`config.mk`:
```
export PLATFORM = sky130hd
export DESIGN_NAME = canal_lock_sched_flat
export DESIGN_NICKNAME = d
export VERILOG_FILES = /design/src/rtl/canal_lock_sched_pkg.sv /design/src/rtl/canal_lock_sched_if.sv /design/src/rtl/canal_lock_sched_valve_timer.sv /design/src/rtl/canal_lock_sched.sv /design/src/flat_wrapper.sv
export SDC_FILE = /design/constraint.sdc
export NUM_CORES = 1
export LEC_CHECK = 0
export CAP_MARGIN = 0
export CORE_MARGIN = 5
export CORE_UTILIZATION = 41
export DETAILED_ROUTE_END_ITERATION = 12
export GPL_ROUTABILITY_DRIVEN = 0
export GPL_TIMING_DRIVEN = 0
export PLACE_DENSITY = 0.71
export SLEW_MARGIN = 20
export SYNTH_ARGS = -nofsm -noshare
export SYNTH_HDL_FRONTEND = slang
export SYNTH_SLANG_ARGS = --single-unit
```
`constraint.sdc`:
```
create_clock -name clk -period 1.28 [get_ports clk]
set_input_delay 0.32 -clock clk [delete_from_list [all_inputs] [get_ports clk]]
set_output_delay 0.32 -clock clk [all_outputs]
set_load 0.02 [all_outputs]
```
`src/rtl/canal_lock_sched_pkg.sv`:
```
// canal_lock_pkg: shared state and side encodings for the canal lock scheduler
package canal_lock_pkg;
  typedef enum logic [2:0] {IDLE, PREP, ENTER, XFER, EXIT} state_t;
  typedef enum logic {SIDE_W, SIDE_E} side_t;
endpackage

```
`src/rtl/canal_lock_sched_if.sv`:
```
// canal_lock_sched_if: boat requests/events in, gate and valve enables out
interface canal_lock_sched_if;
  logic req_w;
  logic req_e;
  logic entered;
  logic exited;
  logic gate_w_open;
  logic gate_e_open;
  logic fill_valve;
  logic drain_valve;
  logic grant_w;
  logic grant_e;
  logic level_hi;
  logic busy;
  modport master (
    output req_w, req_e, entered, exited,
    input  gate_w_open, gate_e_open, fill_valve, drain_valve, grant_w, grant_e, level_hi, busy
  );
  modport slave (
    input  req_w, req_e, entered, exited,
    output gate_w_open, gate_e_open, fill_valve, drain_valve, grant_w, grant_e, level_hi, busy
  );
endinterface

```
`src/rtl/canal_lock_sched_valve_timer.sv`:
```
// valve_timer: counts cycles since start; done on the n-th cycle of a valve run
module valve_timer #(
  parameter int TMR_W = 4
) (
  input  logic           clk,
  input  logic           reset,
  input  logic           start,
  input  logic [TMR_W:0] n,
  output logic           done
);
  logic [TMR_W-1:0] count_q, count_d;
  // restart from zero when a valve run begins, otherwise free-run
  always_comb count_d = start ? '0 : count_q + TMR_W'(1);
  // count register
  always_ff @(posedge clk)
    if (reset) count_q <= '0;
    else count_q <= count_d;
  assign done = {1'b0, count_q} == n - (TMR_W+1)'(1);
endmodule

```
`src/rtl/canal_lock_sched.sv`:
```
// canal_lock_sched: round-robin transit scheduler sequencing gates and valves of a two-gate lock
module canal_lock_sched
  import canal_lock_pkg::*;
#(
  parameter int FILL_CYCLES  = 8,
  parameter int DRAIN_CYCLES = 8,
  parameter int TMR_W        = 4
) (
  input logic clk,
  input logic reset,
  canal_lock_sched_if.slave bus
);
  localparam logic [TMR_W:0] FILL_N  = (TMR_W+1)'(FILL_CYCLES);
  localparam logic [TMR_W:0] DRAIN_N = (TMR_W+1)'(DRAIN_CYCLES);
  state_t state_q, state_d;
  side_t dir_q, dir_d, last_q, last_d;
  logic level_q, level_d;
  logic tmr_start, tmr_done, filling, draining, gate_dir, gate_opp;
  // an empty chamber is adjusted towards the entry side in PREP, a loaded one towards the far side in XFER
  assign filling  = (state_q == PREP && dir_q == SIDE_E) || (state_q == XFER && dir_q == SIDE_W);
  assign draining = (state_q == PREP && dir_q == SIDE_W) || (state_q == XFER && dir_q == SIDE_E);
  assign gate_dir = state_q == ENTER;
  assign gate_opp = state_q == EXIT;
  valve_timer #(.TMR_W(TMR_W)) u_tmr (
    .clk(clk),
    .reset(reset),
    .start(tmr_start),
    .n(filling ? FILL_N : DRAIN_N),
    .done(tmr_done)
  );
  // next-state: arbitration in IDLE, then the fixed transit sequence
  always_comb begin
    state_d = state_q;
    dir_d = dir_q;
    last_d = last_q;
    level_d = level_q;
    case (state_q)
      IDLE: if (bus.req_w || bus.req_e) begin
        dir_d = (bus.req_w && bus.req_e) ? (last_q == SIDE_E ? SIDE_W : SIDE_E) : (bus.req_w ? SIDE_W : SIDE_E);
        state_d = (level_q == (dir_d == SIDE_E)) ? ENTER : PREP;
      end
      PREP: if (tmr_done) begin
        level_d = ~level_q;
        state_d = ENTER;
      end
      ENTER: if (bus.entered) state_d = XFER;
      XFER: if (tmr_done) begin
        level_d = ~level_q;
        state_d = EXIT;
      end
      EXIT: if (bus.exited) begin
        last_d = dir_q;
        state_d = IDLE;
      end
      default: state_d = IDLE;
    endcase
    tmr_start = (state_d == PREP && state_q != PREP) || (state_d == XFER && state_q != XFER);
  end
  // state registers; the chamber is assumed low after reset
  always_ff @(posedge clk)
    if (reset) begin
      state_q <= IDLE;
      dir_q <= SIDE_W;
      last_q <= SIDE_E;
      level_q <= 1'b0;
    end else begin
      state_q <= state_d;
      dir_q <= dir_d;
      last_q <= last_d;
      level_q <= level_d;
    end
  assign bus.gate_w_open = (gate_dir && dir_q == SIDE_W) || (gate_opp && dir_q == SIDE_E);
  assign bus.gate_e_open = (gate_dir && dir_q == SIDE_E) || (gate_opp && dir_q == SIDE_W);
  assign bus.fill_valve  = filling;
  assign bus.drain_valve = draining;
  assign bus.busy        = state_q != IDLE;
  assign bus.grant_w     = bus.busy && dir_q == SIDE_W;
  assign bus.grant_e     = bus.busy && dir_q == SIDE_E;
  assign bus.level_hi    = level_q;
endmodule

```
`src/flat_wrapper.sv`:
```
// flat-port wrapper written by rule: the top's interface ports become plain ports
module canal_lock_sched_flat import canal_lock_pkg::*;
#(
  parameter int FILL_CYCLES  = 8,
  parameter int DRAIN_CYCLES = 8,
  parameter int TMR_W        = 4
)
  (clk, reset, bus_req_w, bus_req_e, bus_entered, bus_exited, bus_gate_w_open, bus_gate_e_open, bus_fill_valve, bus_drain_valve, bus_grant_w, bus_grant_e, bus_level_hi, bus_busy);
  canal_lock_sched_if bus_i ();
  input logic clk;
  input logic reset;
  input wire logic [$bits(bus_i.req_w)-1:0] bus_req_w;
  input wire logic [$bits(bus_i.req_e)-1:0] bus_req_e;
  input wire logic [$bits(bus_i.entered)-1:0] bus_entered;
  input wire logic [$bits(bus_i.exited)-1:0] bus_exited;
  output wire logic [$bits(bus_i.gate_w_open)-1:0] bus_gate_w_open;
  output wire logic [$bits(bus_i.gate_e_open)-1:0] bus_gate_e_open;
  output wire logic [$bits(bus_i.fill_valve)-1:0] bus_fill_valve;
  output wire logic [$bits(bus_i.drain_valve)-1:0] bus_drain_valve;
  output wire logic [$bits(bus_i.grant_w)-1:0] bus_grant_w;
  output wire logic [$bits(bus_i.grant_e)-1:0] bus_grant_e;
  output wire logic [$bits(bus_i.level_hi)-1:0] bus_level_hi;
  output wire logic [$bits(bus_i.busy)-1:0] bus_busy;
  assign bus_i.req_w = bus_req_w;
  assign bus_i.req_e = bus_req_e;
  assign bus_i.entered = bus_entered;
  assign bus_i.exited = bus_exited;
  assign bus_gate_w_open = bus_i.gate_w_open;
  assign bus_gate_e_open = bus_i.gate_e_open;
  assign bus_fill_valve = bus_i.fill_valve;
  assign bus_drain_valve = bus_i.drain_valve;
  assign bus_grant_w = bus_i.grant_w;
  assign bus_grant_e = bus_i.grant_e;
  assign bus_level_hi = bus_i.level_hi;
  assign bus_busy = bus_i.busy;
  canal_lock_sched #(.FILL_CYCLES(FILL_CYCLES), .DRAIN_CYCLES(DRAIN_CYCLES), .TMR_W(TMR_W)) u_core (.clk(clk), .reset(reset), .bus(bus_i));
endmodule
```
After elaboration in Yosys (flattened, before gate mapping). Index checks and enable logic that the tools add are counted.

Reductions and logical operators: 26. Mux-type cells: 10. Equality and inequality tests: 10. Add/subtract/negate cells: 1. Bitwise logic cells: 2.

Operator list (number): $mux 3 (5); $pmux 3 s5 (1); $logic_and 1x1->1 (13); $eq 3x2->1 const B (3); $eq 3x1->1 const B (2); $logic_or 1x1->1 (6); $reduce_and 2->1 (3); $add 4x1->4 const B (1); $eq 4x3->1 const B (1); $reduce_or 2->1 (2); $eq 3x3->1 const B (1); $logic_not 3->1 (1); $mux 1 (3); $ne 3x1->1 const B (1); $ne 3x2->1 const B (1); $reduce_bool 3->1 (1); $mux 2 (1); $not 1->1 (2); $eq 1x1->1 (1).

Output and inout bits: 8. Logic and storage cells: 54. Input port bits: 6. Bits in registers: 10.

Depth between registers and ports, before layout. Gate-level depths: netlist (run 1).

Depth in word-level cells: 10. Gate-level depth with buffers: 5. Mapped depth without buffers: 4.

By module. A second synthesis (run 1) with hierarchy kept.

Cell total of the unflattened synthesis: 83. Area, all modules: 696.9 um2.

Modules (own cells, without submodules): canal_lock_sched (cells an instance 54, area an instance 437.9 um2, instances 1); valve_timer (cells an instance 29, area an instance 259.0 um2, instances 1).

Worst setup path before layout (run 1). OpenSTA, ideal clock, no wires.

Path type: register to output. Start point: register u_core.dir_q. End point: output port bus_fill_valve. Arrival: 1064 ps. Slack: -104 ps. Stages on the path, launching flop included: 4. Cells stage by stage: dfxtp_1 -> clkbuf_1 -> xor2_1 -> nor2b_1.

Cells in the longest elaborated chain, start to end: 3. Elaborated cells between the ends (all ways): 4. Classes of those cells: bitwise: 1; reduce/logical: 3.

Ends and longest elaborated chain: from (decl) (line canal_lock_sched.sv:16) `side_t dir_q, dir_d, last_q, last_d;`; from (signal assigned) (line canal_lock_sched.sv:68) `dir_q <= dir_d;`; $not 1->1 (line canal_lock_sched.sv:20) `assign filling = (state_q == PREP && dir_q == SIDE_E) || (state_q == XFER && dir_q == SIDE_W);`; $logic_and 1x1->1 (line canal_lock_sched.sv:20); $logic_or 1x1->1 * (line canal_lock_sched.sv:20); to (decl) (line flat_wrapper.sv:18) `output wire logic [$bits(bus_i.fill_valve)-1:0] bus_fill_valve;`.

Every way passes the cells marked *; elsewhere a longest branch is shown, timed or not.

Final worst setup path (run 1).
Start point: register u_core.state_q[1]. End point: output port bus_gate_w_open.

Cells in the longest elaborated chain, start to end: 3. Elaborated cells between the ends (all ways): 5. Classes of those cells: eq/ne: 2; reduce/logical: 3.

Ends and longest elaborated chain: from (decl) (line canal_lock_sched.sv:15) `state_t state_q, state_d;`; from (signal assigned) (line canal_lock_sched.sv:67) `state_q <= state_d;`; $eq 3x2->1 or $eq 3x3->1 (tied branches) (line canal_lock_sched.sv:22, canal_lock_sched.sv:23); $logic_and 1x1->1 (line canal_lock_sched.sv:72) `assign bus.gate_w_open = (gate_dir && dir_q == SIDE_W) || (gate_opp && dir_q == SIDE_E);`; $logic_or 1x1->1 * (line canal_lock_sched.sv:72); to (decl) (line flat_wrapper.sv:16) `output wire logic [$bits(bus_i.gate_w_open)-1:0] bus_gate_w_open;`.

Marked as above.

==> results.md, run 1 <==
- Status: finished, violations left
- Failing checks: setup timing
- WP data required: 0.96 ns
- Worst Hold End: u_core.u_tmr.count_q[0]$_SDFF_PP0_
- DRC errors left: 0
- Largest net degree at the start of global routing: 11
- Yosys cell types: 32
- Die Y: 47.39 µm
- Clk buf depth: 2
- Fin nets: 104
- Worst hold start: u_core.u_tmr.count_q[0]$_SDFF_PP0_
- PortBufs: 13
- Area growth syn-to-layout: 59.83%
- Ant diodes: 0
- VDD IR max: 0.6788 mV
- Global-route wire length before repair: 2145 µm
- RR Endpoint: u_core.u_tmr.count_q[1]$_SDFF_PP0_
- Finished Layout Cells: 111
- Post-synthesis sequential area ratio: 34.93%
- DRT iter0 DRCs: 2
- Largest fanout on the critical path: 7
- Post-synthesis compound-gate area fraction: 15.72%
- Detailed placer's ending HPWL: 874.3 µm
- Most common cell after layout, fill and taps aside: buf_4
- Post-synthesis area per instance: 8.305 µm²
- Clock-pin slew on the worst setup and hold paths: 0.07 ns
- R2R Setup Slk: -0.07 ns
- Reg2Reg Depth: 5
- Syn Inst Count: 69
- Gr ovfl total: 0
- Final setup fails: 13
- Commonest cells after routing, fill and taps aside: buf_4, buf_6, nor2_1
- Worst path buffer plus inverter count: 2
- CP delay by family, top: flip-flops
- CP Class: register to primary output
- Main combinational cell family by area after synthesis: simple AND/OR/NAND/NOR gates
- CP arrival: 1.23 ns
- CTS buffer count: 3
- Fmax: 0.6434 GHz
- Worst skew pair latency: 0.26 ns
- DRT Wirelength: 1321 µm
- Die X: 47.39 µm
- CP max stage cell: dfxtp_2
- H-tree levels: 1
- RSZ-0062 raised after global routing: true
- Hold path depth: 2
- Hold_buf cts: 0
- Period utilization: 121.4%
- Simple-gate share of the synthesized area: 33.19%
- Row count: 13
- Power per Cell Area: 1061 nW/µm²
- Synth warnings: 0
- Crit path cell chain: buf_6, nor2b_4, nand2b_1, a21oi_2, buf_4
- Vias per cell: 5.117
- Hold/Removal Path Class: register to register
- Root buffer cell: clkbuf_4
- WL/cell: 11.90 µm
- Initial core utilization: 43.49%
- Synth Area in Adders: 2.183%
- Initial DRT Pass Iterations: 2
- Synth top area cells: dfxtp_1, nor2_1, xor2_1
- Synth Register Bits: 10
- Final min period: 1.554 ns
- Synth area leader: dfxtp_1
- Vias in the first global route: 542
- Die ar.: 2245 µm²
- Synthesized area: 573.1 µm²
- Share of cells above drive strength 1: 51.04%
- Tot GR Track Use: 14.08%
- Final worst-path setup slack: -0.2741 ns
- Slowest stage delay, CP: 0.32 ns
- Inst Count DP: 97
- Core region area: 1318 µm²
- Vias post-DR: 568
- Synth Area in XOR/XNOR: 6.114%
- # Max-Cap Violations: 0
- Clock tree from TritonCTS: built
- P_leak: 0.0003948 µW
- Top Ports: 14
- Clk sinks: 10
- Slew Viols, Final: 0
- Worst R2R Start: u_core.state_q[1]$_SDFF_PP0_
- CP endpoint kind: primary output
- Syn nets: 76
- Yosys top cell area share: 34.93%
- Initial antenna violation count: 0
- Setup TNS: -1.676 ns
- Post-synthesis mux area share: 1.747%
- Slew headroom: 79.79%
- Final Hold Viols: 0
- Worst slew pin tran: 0.3023 ns
- DRT antenna net count: 0
- Crit start category: register
- Util after Layout: 69.52%
- Skew final: 0.001567 ns
where the power goes:
group,leakage [µW],internal [µW],switching [µW]
registers,0.0000852,332,27.9
logic,0.000289,184,146
clock network,0.0000210,173,109
synthesized netlist by cell type (all sizes together):
cell,n
a21boi,1
o211a,1
nand3,2
a311oi,1
mux2i,1
a21oi,3
xor2,3
and2,2
buf,2
nor2,12
a22oi,1
a2111oi,1
clkbuf,1
nor3,2
nor2b,3
o32a,1
dfxtp,10
nand2,5
nand3b,2
inv,4
ha,1
or3,2
and3b,1
o21ai,2
o221a,1
nand2b,3
xnor2,1
worst max-delay path by stage:
stage | start | endpoint | slack [ns] | cells past startpoint
after floorplan | u_core.dir_q$_SDFFE_PP0P_ | bus_fill_valve | -0.01 | 3
after global placement | bus_req_e | u_core.state_q[1]$_SDFF_PP0_ | -0.60 | 5
after detailed placement | bus_req_e | u_core.state_q[1]$_SDFF_PP0_ | -0.62 | 5
after CTS | u_core.state_q[1]$_SDFF_PP0_ | bus_gate_w_open | -0.28 | 5
after global routing | u_core.state_q[1]$_SDFF_PP0_ | bus_gate_w_open | -0.34 | 5
final | u_core.state_q[1]$_SDFF_PP0_ | bus_gate_w_open | -0.27 | 5
kinds of logic after synthesis:
family,after synthesis
AND/OR/NAND/NOR,34
multiplexers,1
flip-flops,10
AO/OA/AOI/OAI,12
adder cells (fa/ha/maj),1
buffers and inverters,7
XOR/XNOR,4
timing repair:
item                       CTS  global route
pin swaps                    6             6
setup endpoints to repair   15            16
buffers inserted             7             5
gates cloned                 0             0
resized for setup           56             9
cell type report:
class / instances / area [µm²]
Buffer: 1 / 11.26
Clock buffer: 4 / 36.28
Fill cell: 113 / 401.6
Inverter: 4 / 15.01
Multi-Input combinational cell: 52 / 405.4
Sequential cell: 10 / 216.5
Tap cell: 15 / 18.77
Timing Repair Buffer: 25 / 212.7
metal layers:
metal	part of all wire (%)	global-route usage (%)
met5	0	0
met4	0.76	4.972
met3	4.6	7.280
met2	53	24.06
met1	41	14.65
through the flow:
stage                     total power (µW)  worst slack [ns]  cell area (µm²)  hold WS (ns)
after global placement               612.9           -0.5959            743.2        0.4335
after global routing                  1040           -0.3359            915.9        0.5420
after floorplan                      522.9          -0.01446            594.3        0.3794
final                                971.4           -0.2741            915.9        0.5186
after CTS                            940.9           -0.2789            858.3        0.5008
after detailed placement             615.5           -0.6239            743.2        0.4397
worst min-delay path: stages, from the launching register on:
cell     delay [ns]
dfxtp_2        0.35
buf_4          0.11
nor2_2         0.03
flip-flops by register name (all words and copies together), names as in the netlist:
register	count
u_core.u_tmr.count_q	4
u_core.state_q	3
u_core.bus.level_hi	1
u_core.dir_q	1
u_core.last_q	1
Power figures use the tool's default switching activity.
==> run 2: changes to the inputs <==
--- a/config.mk
+++ b/config.mk
@@ -5,12 +5,12 @@
 export SDC_FILE = /design/constraint.sdc
 export NUM_CORES = 1
 export LEC_CHECK = 0
-export CAP_MARGIN = 0
 export CORE_MARGIN = 5
 export CORE_UTILIZATION = 41
 export DETAILED_ROUTE_END_ITERATION = 12
 export GPL_ROUTABILITY_DRIVEN = 0
 export GPL_TIMING_DRIVEN = 0
+export HOLD_SLACK_MARGIN = 0.15
 export PLACE_DENSITY = 0.71
 export SLEW_MARGIN = 20
 export SYNTH_ARGS = -nofsm -noshare
==> results of run 2 <==
Final layout, timing and power as in run 1 (identical DEF).
==> run 3: changes to the inputs <==
--- a/config.mk
+++ b/config.mk
@@ -5,13 +5,16 @@
 export SDC_FILE = /design/constraint.sdc
 export NUM_CORES = 1
 export LEC_CHECK = 0
+export CELL_PAD_IN_SITES_DETAIL_PLACEMENT = 2
+export CELL_PAD_IN_SITES_GLOBAL_PLACEMENT = 2
+export CORE_ASPECT_RATIO = 1.5
 export CORE_MARGIN = 5
-export CORE_UTILIZATION = 41
+export CORE_UTILIZATION = 24
 export DETAILED_ROUTE_END_ITERATION = 12
 export GPL_ROUTABILITY_DRIVEN = 0
 export GPL_TIMING_DRIVEN = 0
 export HOLD_SLACK_MARGIN = 0.15
-export PLACE_DENSITY = 0.71
+export PLACE_DENSITY_LB_ADDON = 0.1
 export SLEW_MARGIN = 20
 export SYNTH_ARGS = -nofsm -noshare
 export SYNTH_HDL_FRONTEND = slang
==> run 3 against run 2 <==
  * The run still ends with setup timing left
  * Setup slack got worse by 0.0021 ns
  * Die area rose by 55%
  * Via count rose by 5.1%
  * Clock power rose by 4%
  * Critical path type unchanged
  * Highest routed layer unchanged
==> results.md, run 3 (synthesis gave the netlist of run 1 again) <==
- Global-route wire length before repair: 3187 µm (+49%)
- Worst hold start: u_core.u_tmr.count_q[0]$_SDFF_PP0_
- Vias post-DR: 597 (+5.1%)
- CP max stage cell: dfxtp_4
- Sequential power share: 35.1% (-1.9 points)
- Core region area: 2260 µm² (+72%)
- Largest fanout on the critical path: 7 (unchanged)
- Final min period: 1.556 ns (+0.002094 ns)
- Clock share of power: 28.5% (-0.5 points)
- Final Hold Viols: 0 (unchanged)
- Finished Layout Cells: 120 (+8.1%)
- Largest net degree at the start of global routing: 8 (-3)
- Die X: 49.90 µm (+5.3%)
- Fin nets: 105 (+0.96%)
- Placement Cell Area: 753.2 µm² (+1.3%)
- Hold/Removal Path Class: register to register
- CP arrival: 1.24 ns (about the same)
- CTS buffer count: 3 (unchanged)
- # Max-Cap Violations: 0 (unchanged)
- Clock tree from TritonCTS: built
- Setup TNS: -1.788 ns (-0.1128 ns)
- RSZ-0062 raised after global routing: true
- Internal Power: 706.4 µW (+2.5%)
- Hold path depth: 2 (unchanged)
- Reg2Reg Depth: 7 (+2)
- Ant diodes: 0 (unchanged)
- PortBufs: 13 (unchanged)
- DRT Wirelength: 1846 µm (+40%)
- WHS: 0.5280 ns (+0.009336 ns)
- Period utilization: 121.6% (+0.16 points)
- Worst slew pin tran: 0.3648 ns (+0.06248 ns)
- Tot GR Track Use: 12.05% (-2.0 points)
- Reg with most FFs: u_core.u_tmr.count_q
- Failing checks: setup timing
- Initial DRT Pass Iterations: 3 (+1)
- DRC errors left: 0 (unchanged)
- Root buffer cell: clkbuf_4
- Clk sinks: 10 (unchanged)
- Crit path cell chain: nor2b_4, nand2b_1, a21oi_2, buf_4
- Gr ovfl total: 0 (unchanged)
- Crit start category: register
- Slew Viols, Final: 0 (unchanged)
- Share of cells above drive strength 1: 62.89% (+12 points)
- Final setup fails: 14 (+1)
- RR Endpoint: u_core.last_q$_SDFFE_PP1P_
- Area growth syn-to-layout: 77.73%
- H-tree levels: 1 (unchanged)
- Switching pwr: 326.7 µW (+16%)
- Vias per cell: 4.975 (-2.8%)
- DRT antenna net count: 0 (unchanged)
- WP data required: 0.96 ns (about the same)
- Vias in the first global route: 683 (+26%)
- Die Y: 69.85 µm (+47%)
- Slew headroom: 75.60% (-4.2 points)
- Final worst-path setup slack: -0.2762 ns (-0.002094 ns)
- Initial core utilization: 25.36% (-18 points)
- VDD IR max: 0.4476 mV (-34%)
- R2R Setup Slk: -0.10 ns (-0.03 ns)
- Skew final: 0.006013 ns (+0.004447 ns)
- CP delay by family, top: flip-flops
- Clock-pin slew on the worst setup and hold paths: 0.08 ns (about the same)
- Util after Layout: 45.07% (-24 points)
- Final Instance Area: 1018 µm² (+11%)
- Switch share: 31.62% (+2.5 points)
- Inst Count DP: 105 (+8.2%)
- Status: finished, violations left
- Worst Hold End: u_core.u_tmr.count_q[0]$_SDFF_PP0_
- Worst path buffer plus inverter count: 1 (-1)
- Worst R2R Start: u_core.state_q[0]$_SDFF_PP0_
- CP endpoint kind: primary output
- Initial antenna violation count: 0 (unchanged)
- Max reg flops: 4 (unchanged)
- Top Ports: 14 (unchanged)
- Slowest stage delay, CP: 0.41 ns (+0.09 ns)
- DRT iter0 DRCs: 2 (unchanged)
- Detailed placer's ending HPWL: 1296 µm (+48%)
- Most common cell after layout, fill and taps aside: buf_4
- WL/cell: 15.38 µm (+29%)
- Largest registers: u_core.u_tmr.count_q x4, u_core.state_q x3
- Combinational power share: 36.4% (+2.4 points)
- Power per Cell Area: 1014 nW/µm² (-4.4%)
- Die ar.: 3485 µm² (+55%)
- Row count: 21 (+8)
- Clk buf depth: 2 (unchanged)
- Fmax: 0.6426 GHz (-0.13%)
- Commonest cells after routing, fill and taps aside: buf_4, buf_6, nor2_1, dfxtp_4
- CP Class: register to primary output
- Worst skew pair latency: 0.27 ns (about the same)
- P_leak: 0.0004125 µW (+4.5%)
[run 3: worst max path at each step]
stage | start | slack (ns) | endpoint | cells after the start
after floorplan | u_core.dir_q$_SDFFE_PP0P_ | -0.01 | bus_fill_valve | 3
after global placement | bus_req_e | -0.69 | u_core.state_q[1]$_SDFF_PP0_ | 5
after detailed placement | bus_req_w | -0.75 | u_core.state_q[1]$_SDFF_PP0_ | 5
after CTS | u_core.state_q[1]$_SDFF_PP0_ | -0.29 | bus_gate_w_open | 4
after global routing | u_core.state_q[1]$_SDFF_PP0_ | -0.39 | bus_gate_w_open | 4
final | u_core.state_q[1]$_SDFF_PP0_ | -0.28 | bus_gate_w_open | 4
[run 3: repair_timing]
item / in CTS / in global routing
endpoints found under the setup margin: 16 / 16
hold buffers: 0 / 0
buffers inserted: 12 / 2
pin swaps: 12 / 8
gates resized for setup: 80 / 10
[run 3: worst register-to-register path, delay by kind of cell (launching register included)]
family | cells | cell delay, ns
flip-flops | 1 | 0.37
AND/OR/NAND/NOR | 3 | 0.34
buffers and inverters | 3 | 0.38
multiplexers | 1 | 0.19
[run 3: layer usage]
| metal | part of all wire (%) | wire, µm | vias up | global-route usage [%] |
|---|---|---|---|---|
| li1 | - | - | 292 | - |
| met1 | 39 | 716 | 293 | 13.03 |
| met2 | 57 | 1052 | 10 | 21.10 |
| met3 | 3.4 | 63 | 2 | 2.581 |
| met4 | 0.70 | 13 | 0 | 6.122 |
| met5 | 0 | 0 | - | 0 |
[run 3: power by group through the flow]
stage,Sequential [µW],Clock (µW),Combinational (µW)
global route,369,332,409
detailed placement,348,0,284
floorplan,344,0,179
finish,363,294,376
CTS,358,305,359
global placement,346,0,280
[run 3: cell type report]
class                   instances  area [µm²]
fillers                       260        1241
multi-input cells              52       465.4
repair buffers                 27       245.2
flip-flops and latches         10       225.2
clock buffers                   4       36.28
well taps                      23       28.78
inverters                       4       17.52
[run 3: stage by stage]
step	power, µW	worst slack (ns)
4_1_cts	1022	-0.2896
3_3_place_gp	626.3	-0.6950
5_1_grt	1110	-0.3892
2_1_floorplan	522.9	-0.01446
3_5_place_dp	631.6	-0.7527
6_report	1033	-0.2762
